`src/rtl/uart_pkg.sv`:
```
// Types and defaults shared by the UART receive bridge and its FIFO.
package uart_pkg;

   typedef logic [7:0] byte_t;

   typedef struct packed {
      logic  valid;
      byte_t data;
   } read_out_t;

   localparam int UART_RX_DEPTH_DEFAULT = 16;

endpackage

```
`src/rtl/sync_fifo.sv`:
```
// Single-clock FIFO with push/pop, full/empty flags and an occupancy count.
// DEPTH must be a power of two so the pointers wrap by plain overflow.
module sync_fifo
   import uart_pkg::*;
#(
   parameter int DEPTH = UART_RX_DEPTH_DEFAULT,
   parameter int WIDTH = $bits(byte_t),
   localparam int AW   = $clog2(DEPTH),
   localparam int CW   = AW + 1
) (
   input  logic             clk,
   input  logic             rst_n,
   input  logic             push,
   input  logic [WIDTH-1:0] push_data,
   input  logic             pop,
   output logic [WIDTH-1:0] pop_data,
   output logic             full,
   output logic             empty,
   output logic [CW-1:0]    count
);

   logic [WIDTH-1:0] mem [DEPTH];
   logic [AW-1:0]    wr_ptr_q, wr_ptr_d;
   logic [AW-1:0]    rd_ptr_q, rd_ptr_d;
   logic [CW-1:0]    count_q, count_d;
   logic             do_push, do_pop;

   assign full     = (count_q == CW'(DEPTH));
   assign empty    = (count_q == '0);
   assign count    = count_q;
   assign pop_data = mem[rd_ptr_q];
   assign do_push  = push && !full;
   assign do_pop   = pop && !empty;

   always_comb begin
      // NOTE: every always_comb output gets a default first, so no path can infer a latch.
      wr_ptr_d = wr_ptr_q;
      rd_ptr_d = rd_ptr_q;
      count_d  = count_q;
      if (do_push) wr_ptr_d = wr_ptr_q + AW'(1);
      if (do_pop)  rd_ptr_d = rd_ptr_q + AW'(1);
      if (do_push && !do_pop)      count_d = count_q + CW'(1);
      else if (do_pop && !do_push) count_d = count_q - CW'(1);
   end

   // NOTE: sequential state uses non-blocking assignments so every flop samples pre-edge values.
   always_ff @(posedge clk or negedge rst_n) begin
      if (!rst_n) begin
         wr_ptr_q <= '0;
         rd_ptr_q <= '0;
         count_q  <= '0;
      end else begin
         wr_ptr_q <= wr_ptr_d;
         rd_ptr_q <= rd_ptr_d;
         count_q  <= count_d;
      end
   end

   // NOTE: storage is deliberately not reset; count_q alone decides which entries are live.
   always_ff @(posedge clk) begin
      if (do_push) mem[wr_ptr_q] <= push_data;
   end

endmodule

```
`src/rtl/uart_rx_bridge.sv`:
```
// Buffers bytes from the USB-serial bridge and presents a registered head byte to the core.
// Define UART_RX_DROP_ON_FULL_EN to always accept and count bytes dropped while full.
module uart_rx_bridge
   import uart_pkg::*;
#(
   parameter int DEPTH = UART_RX_DEPTH_DEFAULT,
   localparam int AW   = $clog2(DEPTH)
) (
   input  logic        CLK,
   input  logic        RST_N,
   input  byte_t       uart_out_data,
   input  logic        uart_out_valid,
   output logic        uart_out_ready,
   input  logic        ext_uart_read_arg,
   output logic [8:0]  ext_uart_read_out,
   output logic [AW:0] fifo_count,
   output logic [7:0]  overflow_count
);

   read_out_t head_q, head_d;
   byte_t     fifo_head;
   logic      fifo_full, fifo_empty, fifo_push, head_free, refill;

   sync_fifo #(.DEPTH(DEPTH), .WIDTH($bits(byte_t))) u_fifo (
      .clk       (CLK),
      .rst_n     (RST_N),
      .push      (fifo_push),
      .push_data (uart_out_data),
      .pop       (refill),
      .pop_data  (fifo_head),
      .full      (fifo_full),
      .empty     (fifo_empty),
      .count     (fifo_count)
   );

`ifdef UART_RX_DROP_ON_FULL_EN
   logic [7:0] ovf_q, ovf_d;

   assign uart_out_ready = RST_N;
   assign overflow_count = ovf_q;

   always_comb begin
      ovf_d = ovf_q;
      if (uart_out_valid && fifo_full && ovf_q != 8'hFF) ovf_d = ovf_q + 8'd1;
   end

   always_ff @(posedge CLK or negedge RST_N) begin
      if (!RST_N) ovf_q <= 8'h00;
      else        ovf_q <= ovf_d;
   end
`else
   assign uart_out_ready = RST_N && !fifo_full;
   assign overflow_count = 8'h00;
`endif

   // A byte offered while the FIFO is full never enters it, whichever mode is built.
   assign fifo_push = uart_out_valid && uart_out_ready && !fifo_full;
   assign head_free = !head_q.valid || ext_uart_read_arg;
   assign refill    = head_free && !fifo_empty;

   always_comb begin
      head_d = head_q;
      if (refill) begin
         head_d.valid = 1'b1;
         head_d.data  = fifo_head;
      end else if (head_free) begin
         head_d.valid = 1'b0;
      end
   end

   always_ff @(posedge CLK or negedge RST_N) begin
      if (!RST_N) head_q <= '0;
      else        head_q <= head_d;
   end

   assign ext_uart_read_out = head_q;

endmodule

```
`config.mk`:
```
export PLATFORM = sky130hd
export DESIGN_NAME = uart_rx_bridge
export DESIGN_NICKNAME = d
export VERILOG_FILES = /design/src/rtl/uart_pkg.sv /design/src/rtl/sync_fifo.sv /design/src/rtl/uart_rx_bridge.sv
export SDC_FILE = /design/constraint.sdc
export NUM_CORES = 1
export LEC_CHECK = 0
export BUFFER_PORTS_ARGS = -buffer_cell sky130_fd_sc_hd__buf_2
export CAP_MARGIN = 20
export CORE_MARGIN = 5
export CORE_UTILIZATION = 54
export DETAILED_ROUTE_END_ITERATION = 6
export PLACE_DENSITY = 0.79
export SLEW_MARGIN = 20
export SYNTH_ARGS = -nofsm -noshare
export SYNTH_HDL_FRONTEND = slang
export SYNTH_SLANG_ARGS = --single-unit
```
`constraint.sdc`:
```
create_clock -name CLK -period 2.9 [get_ports CLK]
set_input_delay 0.29 -clock CLK [delete_from_list [all_inputs] [get_ports CLK]]
set_output_delay 0.29 -clock CLK [all_outputs]
set_load 0.05 [all_outputs]
```
==> flow_summary.json <==
{
  "startpoint_type": "flop",
  "h-tree-depth": 4,
  "slew-limit-headroom_pct": 61.0,
  "core.rowCount": 39,
  "synthCells": 332,
  "crit_slowest_cell": "or4_4",
  "synth-seq-area-share_pct": 71.6,
  "hp-start": "ext_uart_read_arg",
  "period_needed_ns": 2.79,
  "start_util_pct": 54.4,
  "slew_viol_final": 0,
  "cp.arrival_ns": 3.13,
  "grt_use_total_pct": 18.1,
  "tns_ns": 0,
  "end_kind": "flop",
  "pin_count": 35,
  "portBuffers": 26,
  "grt_pass1_vias": 3101,
  "synth.most_common_cell": "edfxtp_1",
  "synth.top_cells.by_area": "edfxtp_1 63%, mux4_2 12%, dfrtp_1 9.0%",
  "clk-insertion-delay-late_ns": 0.42,
  "status": "finished, final reports clean",
  "gp_congestion": 0.821,
  "core_sq_mm": 0.0113,
  "critPathBufInv": 2,
  "via_per_inst": 5.72,
  "wl_per_cell_um": 21.3,
  "hold_path_end": "ext_uart_read_out[8]",
  "die_y_um": 117,
  "grt_max_degree": 28,
  "synth.top_cells.by_count": "128 x edfxtp_1, 32 x mux4_2, 26 x nand2_1",
  "r2r_cells": 11,
  "fin_crit_sh_pct": 96.2,
  "die-area_sq_mm": 0.0136,
  "synth_top_area_share_pct": 62.7,
  "r2r_slack_ns": 0.11,
  "grt_pass1_wl_um": 17500,
  "path_clk_slew_ns": 0.06,
  "final.setup_skew_ns": 0.0101,
  "holdPathStages": 3,
  "drive_gt1_share_pct": 30.6,
  "fin_nets": 391,
  "diodes": 0,
  "rsz0062_at_grt": "false",
  "synth_enable_flop_cells": 128,
  "async_reset_ff_share_pct": 14.7,
  "critical_path_class": "flop to flop",
  "synth_cell_types": 32,
  "clockRootBuffer": "clkbuf_16",
  "timing.rr.start": "u_fifo.count[0]",
  "overflow": 0,
  "cts_buffers": 17,
  "antenna_found_initial": 0,
  "place_hpwl_um": 7180,
  "finalWirelength_um": 11200,
  "yosys.area.top_type": "edfxtp_1",
  "path_delay_family": "simple AND/OR/NAND/NOR gates",
  "finalHoldViolations": 0,
  "p_per_area_mw_per_mm2": 1020,
  "drc": 0,
  "syn_avg_cell_area_sq_um": 18.5,
  "vias": 3004,
  "hold_class": "primary input to flop",
  "antenna_left": 0,
  "dr.pass1.iters": 4,
  "leakage_nw": 2.48,
  "drtIter0Drc": 251,
  "ys_ff_latch": 150,
  "clk_path_buf_depth": 2,
  "cts_tree": "built",
  "crit_fanout": 7,
  "die_w_um": 117,
  "synth_ff_type": "edfxtp_1",
  "syn2layout_area_growth_pct": 14.0,
  "numClockSinks": 150,
  "crit_path_max_incr_delay_ns": 0.55,
  "tightestPinTransition_ns": 0.585,
  "rr_endpoint": "u_fifo.count[4]",
  "holdWs_ns": 0.209,
  "drv_cap": 0,
  "path_cells": "or4_4 -> o21a_4 -> nand2_4 -> inv_4 -> ha_2 -> inv_1 -> ha_1 -> a21o_1 -> a21oi_2 -> mux2i_1 -> xnor2_1",
  "peakVddDrop_mv": 1.06,
  "syn_area_sq_mm": 0.00613,
  "cp.required_ns": 3.24,
  "setup-violations-final": 0,
  "yosys_warnings": 0,
  "fmax_ghz": 0.359
}
## layout by cell type, fill, tap and decap left out, drive strengths merged, types with 3 or more instances in the layout
master / Yosys / layout
clkinv: 0 / 4
xnor2: 8 / 8
mux2: 8 / 8
and2: 16 / 16
buf: 20 / 33
conb: 1 / 8
edfxtp: 128 / 128
ha: 9 / 9
mux4: 32 / 32
dfrtp: 22 / 22
inv: 9 / 17
o21ai: 13 / 13
mux2i: 9 / 9
nand2: 27 / 27
a21oi: 10 / 10
clkbuf: 3 / 17
nor2: 3 / 3
## worst max-delay path by stage
stage                    startpoint         endpoint  slack, ns  cells after the start
floorplan           u_fifo.count[3]  u_fifo.count[4]       0.01                     11
global placement    u_fifo.count[3]  u_fifo.count[4]       0.21                     11
detailed placement  u_fifo.count[0]  u_fifo.count[4]       0.11                     11
CTS                 u_fifo.count[3]  u_fifo.count[4]       0.09                     11
global route        u_fifo.count[3]  u_fifo.count[4]       0.01                     11
finish              u_fifo.count[0]  u_fifo.count[4]       0.11                     11
## area by class of cell
class | count | area (sq um)
Sequential cell | 150 | 4400
Inverter | 9 | 36.3
Timing Repair Buffer | 34 | 205
Tap cell | 143 | 179
Clock inverter | 15 | 160
Clock buffer | 17 | 425
Multi-Input combinational cell | 157 | 1590
Fill cell | 758 | 4280
## logic make-up (layout without fill, tap and decap cells)
kind of cell    count (synthesis)  after routing  synth area share, %
buf+inv                        32             75                 3.08
compound gates                 26             26                 2.37
flops                         150            150                 71.6
other cells                     1              8               0.0611
simple gates                   54             54                 4.59
mux                            49             49                 14.7
xor+xnor                       10             10                 1.43
fa+ha+maj                      10             10                 2.16
## sequential cells by signal, summed over array words and instances (netlist names)
name and flops:
ext_uart_read_out 9, u_fifo.count 5, u_fifo.mem 128, u_fifo.rd_ptr_q 4, u_fifo.wr_ptr_q 4
## report_power, final
part           internal, W  total, W  switching, W
Combinational     0.000928   0.00216       0.00124
Clock              0.00121   0.00213      0.000911
Sequential         0.00260   0.00283      0.000236
Total              0.00474   0.00712       0.00238
## metrics by stage
| stage | instances | setup WS [ns] | power, W | util (%) | cell area, sq um |
|---|---|---|---|---|---|
| final | 525 | 0.111 | 0.00712 | 62.0 | 6990 |
| after global routing | 525 | 0.0113 | 0.00746 | 62.0 | 6990 |
| after CTS | 525 | 0.0852 | 0.00717 | 62.0 | 6990 |
| after detailed placement | 492 | 0.112 | 0.00503 | 56.7 | 6390 |
| after global placement | 492 | 0.215 | 0.00497 | 56.7 | 6390 |
| after floorplan | 339 | 0.0140 | 0.00453 | - | 6170 |
## worst reg2reg max path: cells and delay by family, from the launching register on
family | cells | cell delay (ns)
adders and majority gates | 2 | 0.47
DFF | 1 | 0.45
and+or+nand+nor | 2 | 0.64
muxes | 1 | 0.25
AOI/OAI and AO/OA | 3 | 0.59
xor gates and xnor gates | 1 | 0.14
buffers and inverters | 2 | 0.18
## what timing repair did
action,4_1_cts,5_1_grt
hold endpoints to repair,22,0
endpoints found under the setup margin,0,1
gates resized for setup,0,1
hold buffers,1,0
buffers inserted,0,0
## layer usage
metal,GRT usage (%),vias to the layer above,part of all wire (%)
met5,0,-,0
met3,3.47,18,5.7
met2,29.3,98,51
met4,7.80,0,1.8
met1,24.1,1541,41
li1,-,1347,-
(Power assumes the default switching activity.)
